===== src/rtl/mem_responder.sv =====
// mem_responder: single-outstanding word-addressed memory responder.
// A request is accepted in IDLE, optionally delayed in WAIT by a
// programmable number of cycles, then answered in RESP until the
// requester takes the response. Misaligned or out-of-range requests
// are answered with an error and never touch the memory array.
module mem_responder #(
  parameter int DEPTH   = 128,
  parameter int LATENCY = 2
) (
  input  logic        clk_i,
  input  logic        rst_i,
  input  logic        req_valid_i,
  output logic        req_ready_o,
  input  logic        req_we_i,
  input  logic [31:0] req_addr_i,
  input  logic [31:0] req_wdata_i,
  output logic        rsp_valid_o,
  input  logic        rsp_ready_i,
  output logic [31:0] rsp_rdata_o,
  output logic        rsp_err_o
);

  localparam int AW = $clog2(DEPTH);

  localparam logic [1:0] IDLE = 2'd0;
  localparam logic [1:0] WAIT = 2'd1;
  localparam logic [1:0] RESP = 2'd2;

  localparam logic [3:0] LAT_LOAD = 4'(LATENCY);
  localparam bit         NO_WAIT  = (LATENCY == 0);

  logic [1:0]    state;
  logic [3:0]    wait_cnt;

  logic          cap_we;
  logic [31:0]   cap_addr;
  logic [31:0]   cap_wdata;

  logic [31:0]   mem [DEPTH];

  logic          accept;
  logic          enter_resp;
  logic          op_we;
  logic [31:0]   op_addr;
  logic [31:0]   op_wdata;
  logic [AW-1:0] op_word;
  logic          op_err;
  logic [31:0]   rdata_next;
  logic          mem_we;

  assign req_ready_o = (state == IDLE);
  assign accept      = req_valid_i && (state == IDLE);

  // With zero latency the memory is accessed on the accept edge itself,
  // so the live request inputs are used; otherwise the captured copy is.
  assign enter_resp = (accept && NO_WAIT) ||
                      ((state == WAIT) && (wait_cnt == 4'd1));

  assign op_we    = (state == IDLE) ? req_we_i    : cap_we;
  assign op_addr  = (state == IDLE) ? req_addr_i  : cap_addr;
  assign op_wdata = (state == IDLE) ? req_wdata_i : cap_wdata;
  assign op_word  = op_addr[AW+1:2];
  assign op_err   = (op_addr[1:0] != 2'b00) || (op_addr[31:AW+2] != '0);

  // A write commits only when the response is produced, so an abort by
  // reset while waiting leaves the memory untouched.
  assign mem_we = rst_i && enter_resp && op_we && !op_err;

  // Read data for the response: zero for writes and for errors.
  always_comb begin
    rdata_next = '0;
    if (!op_err && !op_we) begin
      rdata_next = mem[op_word];
    end
  end

  // Capture the request on the accept edge; later input changes are ignored.
  always_ff @(posedge clk_i) begin
    if (accept) begin
      cap_we    <= req_we_i;
      cap_addr  <= req_addr_i;
      cap_wdata <= req_wdata_i;
    end
  end

  // Memory array; deliberately not cleared by reset.
  always_ff @(posedge clk_i) begin
    if (mem_we) begin
      mem[op_word] <= op_wdata;
    end
  end

  // Control FSM plus the registered response outputs.
  always_ff @(posedge clk_i) begin
    if (!rst_i) begin
      state       <= IDLE;
      wait_cnt    <= 4'd0;
      rsp_valid_o <= 1'b0;
      rsp_rdata_o <= 32'd0;
      rsp_err_o   <= 1'b0;
    end else begin
      case (state)
        IDLE: begin
          if (accept) begin
            if (NO_WAIT) begin
              state       <= RESP;
              rsp_valid_o <= 1'b1;
              rsp_rdata_o <= rdata_next;
              rsp_err_o   <= op_err;
            end else begin
              state    <= WAIT;
              wait_cnt <= LAT_LOAD;
            end
          end
        end
        WAIT: begin
          wait_cnt <= wait_cnt - 4'd1;
          if (enter_resp) begin
            state       <= RESP;
            rsp_valid_o <= 1'b1;
            rsp_rdata_o <= rdata_next;
            rsp_err_o   <= op_err;
          end
        end
        RESP: begin
          if (rsp_ready_i) begin
            state       <= IDLE;
            rsp_valid_o <= 1'b0;
            rsp_rdata_o <= 32'd0;
            rsp_err_o   <= 1'b0;
          end
        end
        default: begin
          state       <= IDLE;
          rsp_valid_o <= 1'b0;
          rsp_rdata_o <= 32'd0;
          rsp_err_o   <= 1'b0;
        end
      endcase
    end
  end

endmodule


===== config.mk =====
export PLATFORM = sky130hd
export DESIGN_NAME = mem_responder
export DESIGN_NICKNAME = d
export VERILOG_FILES = /design/src/rtl/mem_responder.sv
export SDC_FILE = /design/constraint.sdc
export NUM_CORES = 2
export LEC_CHECK = 0
export CAP_MARGIN = 20
export CELL_PAD_IN_SITES_DETAIL_PLACEMENT = 1
export CELL_PAD_IN_SITES_GLOBAL_PLACEMENT = 2
export CORE_ASPECT_RATIO = 2
export CORE_MARGIN = 5
export CORE_UTILIZATION = 31
export DETAILED_ROUTE_END_ITERATION = 8
export PLACE_DENSITY = 0.57
export SLEW_MARGIN = 20
export SYNTH_ARGS = -nofsm -noshare
export SYNTH_HDL_FRONTEND = slang
export SYNTH_SLANG_ARGS = --single-unit
export TNS_END_PERCENT = 10

===== constraint.sdc =====
create_clock -name clk_i -period 4.1 [get_ports clk_i]
set_input_delay 0.615 -clock clk_i [delete_from_list [all_inputs] [get_ports clk_i]]
set_output_delay 0.615 -clock clk_i [all_outputs]
set_load 0.02 [all_outputs]

==> out/results.tsv <==
stage	metric	value	unit
synthesis	top_reg_cell synth	edfxtp_1	
grt	met2 usage in global routing	0.487	
timing	Tcrit/Tclk final	1.00	
power	Leak Pwr	0.0649	uW
timing	worst setup margin	-0.00861	ns
finish	Area Growth Syn to Fin	26.9	%
synthesis	post-synthesis cell area	156000	sq um
cts	worst-skew pair later-pin latency	1.02	ns
timing	Worst-Margin Slew	1.21	ns
synthesis	Yosys reg bits	4201	
grt	GR Util All Layers	0.273	
die	Die W	512	um
timing	Peak Freq	243	MHz
grt	busiest grt layer	met2	
status	violated checks	setup timing	
worst_setup_path	Req. time, crit path	5.05	ns
status	status	complete, but fails checks	
place	gpl congestion	0.926	
timing	hold slack	0.144	ns
timing	max-slew violation count	0	
route	1st-pass router iterations	7	
route	WL/cell	39.2	um
place	number of I/O port buffers	103	
worst_setup_path	crit start category	register	
timing	final hold violations	0	
synthesis	Syn Inst Count	9852	
cts	CTS tree	built	
finish	fraction of layout cells with a size suffix above 1	0.229	
grt	met1 Usage GRT	0.288	
synthesis	Yosys cell types	74	
die	Starting Density	0.311	
route	DR iter-0 viols	10400	
timing	unrepaired setup endpoints after global routing	yes	
synthesis	Mapped Avg Cell Area	15.8	sq um
grt	initial antenna violation count	61	
synthesis	Yosys warning count	0	
grt	met3 usage in global routing	0.0336	
cts	Clock Tree Root	clkbuf_16	
grt	number of global-route vias before repair	108000	
timing	final setup vio count	3	
grt	first-pass GRT wire length	971	mm
synthesis	syn_nets	9923	
finish	nets	11600	
route	DRC viols	0	
die	Core Box Area	502000	sq um
cts	CTS Buf Count	389	
timing	Relative slew margins	0.190	
place	DP HPWL	518	mm
flow_run	max cap viols	0	
die	Die H	1.01	mm
power	Peak VDD IR	0.358	mV
worst_setup_path	CP endpoint kind	register	
synthesis	async set-reset flop share out of synthesis	0	
synthesis	number of flops mapped to enable cells by yosys	4161	
route	Via density	5.64	
route	via count	105000	
grt	Overflow after GRT	0	
cts	clock-pin slew on the worst setup and hold paths	0.07	ns
hold_path	HP Class	input port to register	
worst_setup_path	CP arrival	5.06	ns
die	num ports	104	
cts	worst-case clock buffer depth	4	
timing	Final Critical Period	4.11	ns
power	Power Dens Cells	492	nW/um^2
timing	Worst Skew	0.0958	ns
die	Die Footprint	519000	sq um
finish	Finished Layout Cells	18700	
worst_setup_path	kind of critical path	register to register	
route	antenna-violating nets left	0	
timing	setup tns final	-0.0157	ns
synthesis	sequential area share after synthesis	0.806	
cts	clk sinks	4201	
place	dpl cells	17800	
grt	largest net degree at the start of global routing	94	
die	Rows	368	
route	final wirelength	732	mm
worst_setup_path	critical path fanouts, max	16	
cts	H-tree levels	5	
## layout by cell type (no fill, tap or decap), drive strengths merged, types with 103 or more instances in the layout
cell type and count:
edfxtp 4161, buf 1871, nand2 1485, o22ai 1132, clkbuf 465, nor2 442
nand3 425, a31oi 280, a21oi 205, mux2i 172, clkinv 165, o21ai 141
diode 117, clkdlybuf4s50 103, nor4 103
## routing by layer
layer,up-vias,share of wire
li1,42700,-
met1,56700,0.34
met2,4444,0.51
met3,1508,0.052
met4,14,0.10
met5,-,0.00014
## report_power, final
part / internal, uW / switching, uW / total (uW)
Sequential: 48000 / 25.7 / 48100
Clock: 21000 / 17100 / 38100
Combinational: 3380 / 7950 / 11300
Total: 72400 / 25100 / 97500
## path summary, 6_finish.rpt
kind             startpoint  slack (ns)             end  cells after the start
min reg2reg       rsp_err_o        0.54       rsp_err_o                      2
max reg2reg     cap_addr[4]      -0.009  rsp_rdata_o[8]                     11
max             cap_addr[4]      -0.009  rsp_rdata_o[8]                     11
min          req_addr_i[24]        0.14    cap_addr[24]                      1
## repair_timing
action / 4_1_cts / 5_1_grt
gates resized for setup: 33 / 9
gates cloned: 1 / 0
setup buffers: 9 / 0
hold buffers: 0 / 0
endpoints found under the setup margin: 26 / 8
pin swaps: 5 / 0
## state kept, by name, indices dropped and copies added (netlist names)
name / flops
rsp_rdata_o: 32
state: 2
rsp_err_o: 1
wait_cnt: 4
cap_we: 1
rsp_valid_o: 1
cap_wdata: 32
cap_addr: 32
mem: 4096
## through the flow
stage               worst slack [ns]  total power (uW)  utilization  area (sq um)
floorplan                    -0.0409             53000            -        156000
global placement               -1.80             60000        0.367        184000
detailed placement             -1.11             60100        0.367        184000
CTS                          -0.0305             97900        0.394        198000
global route                 -0.0151             99800        0.394        198000
finish                      -0.00861             97500        0.394        198000
## worst max-delay path, cell delays in order, from the launching register on
cell and delay (ns):
edfxtp_1 0.55, nor2b_1 0.27, buf_4 0.20, a22oi_2 0.29, buf_4 0.34, buf_4 0.37
o22ai_1 0.20, o41ai_2 0.54, buf_4 0.30, o2111ai_1 0.32, or4_1 0.50, o21ai_1 0.16
## final cells by class
type / instances / area, sq um
Timing Repair Buffer: 1975 / 21400
Clock inverter: 239 / 2780
Multi-Input combinational cell: 5003 / 29200
Clock buffer: 465 / 10100
Fill cell: 50200 / 304000
Inverter: 8 / 32.5
Tap cell: 6660 / 8330
Antenna cell: 117 / 293
Sequential cell: 4201 / 126000
## kinds of logic (layout without fill, tap and decap cells)
logic type      count (synthesis)  in the layout  synth area share
simple gates                 2645           2645            0.0716
mux                           178            178            0.0115
buf+inv                       648           2687            0.0195
compound gates               2178           2178            0.0915
fa+ha+maj                       2              2          0.000160
other cells                     0            117                 0
flops                        4201           4201             0.806
## Yosys cell counts, drive strengths merged (7+ instances only)
cell type | instances | area share
inv | 8 | 0.00019
edfxtp | 4161 | 0.80
dfxtp | 40 | 0.0051
o221ai | 58 | 0.0033
o21ai | 141 | 0.0045
a211oi | 23 | 0.0011
nor2 | 442 | 0.011
nor3 | 79 | 0.0026
o2111ai | 14 | 0.00079
a222oi | 10 | 0.00064
mux2i | 172 | 0.011
nand3 | 425 | 0.014
a221oi | 8 | 0.00045
nand2 | 1485 | 0.036
o41ai | 60 | 0.0034
a31oi | 280 | 0.011
a32oi | 96 | 0.0054
o22ai | 1132 | 0.045
nor4 | 103 | 0.0041
buf | 451 | 0.015
a22oi | 18 | 0.0013
nand4 | 15 | 0.00060
and3 | 47 | 0.0019
clkbuf | 189 | 0.0045
a32o | 43 | 0.0028
nor2b | 7 | 0.00028
a21oi | 205 | 0.0066
o31ai | 35 | 0.0017
Power figures use the tool's default switching activity.
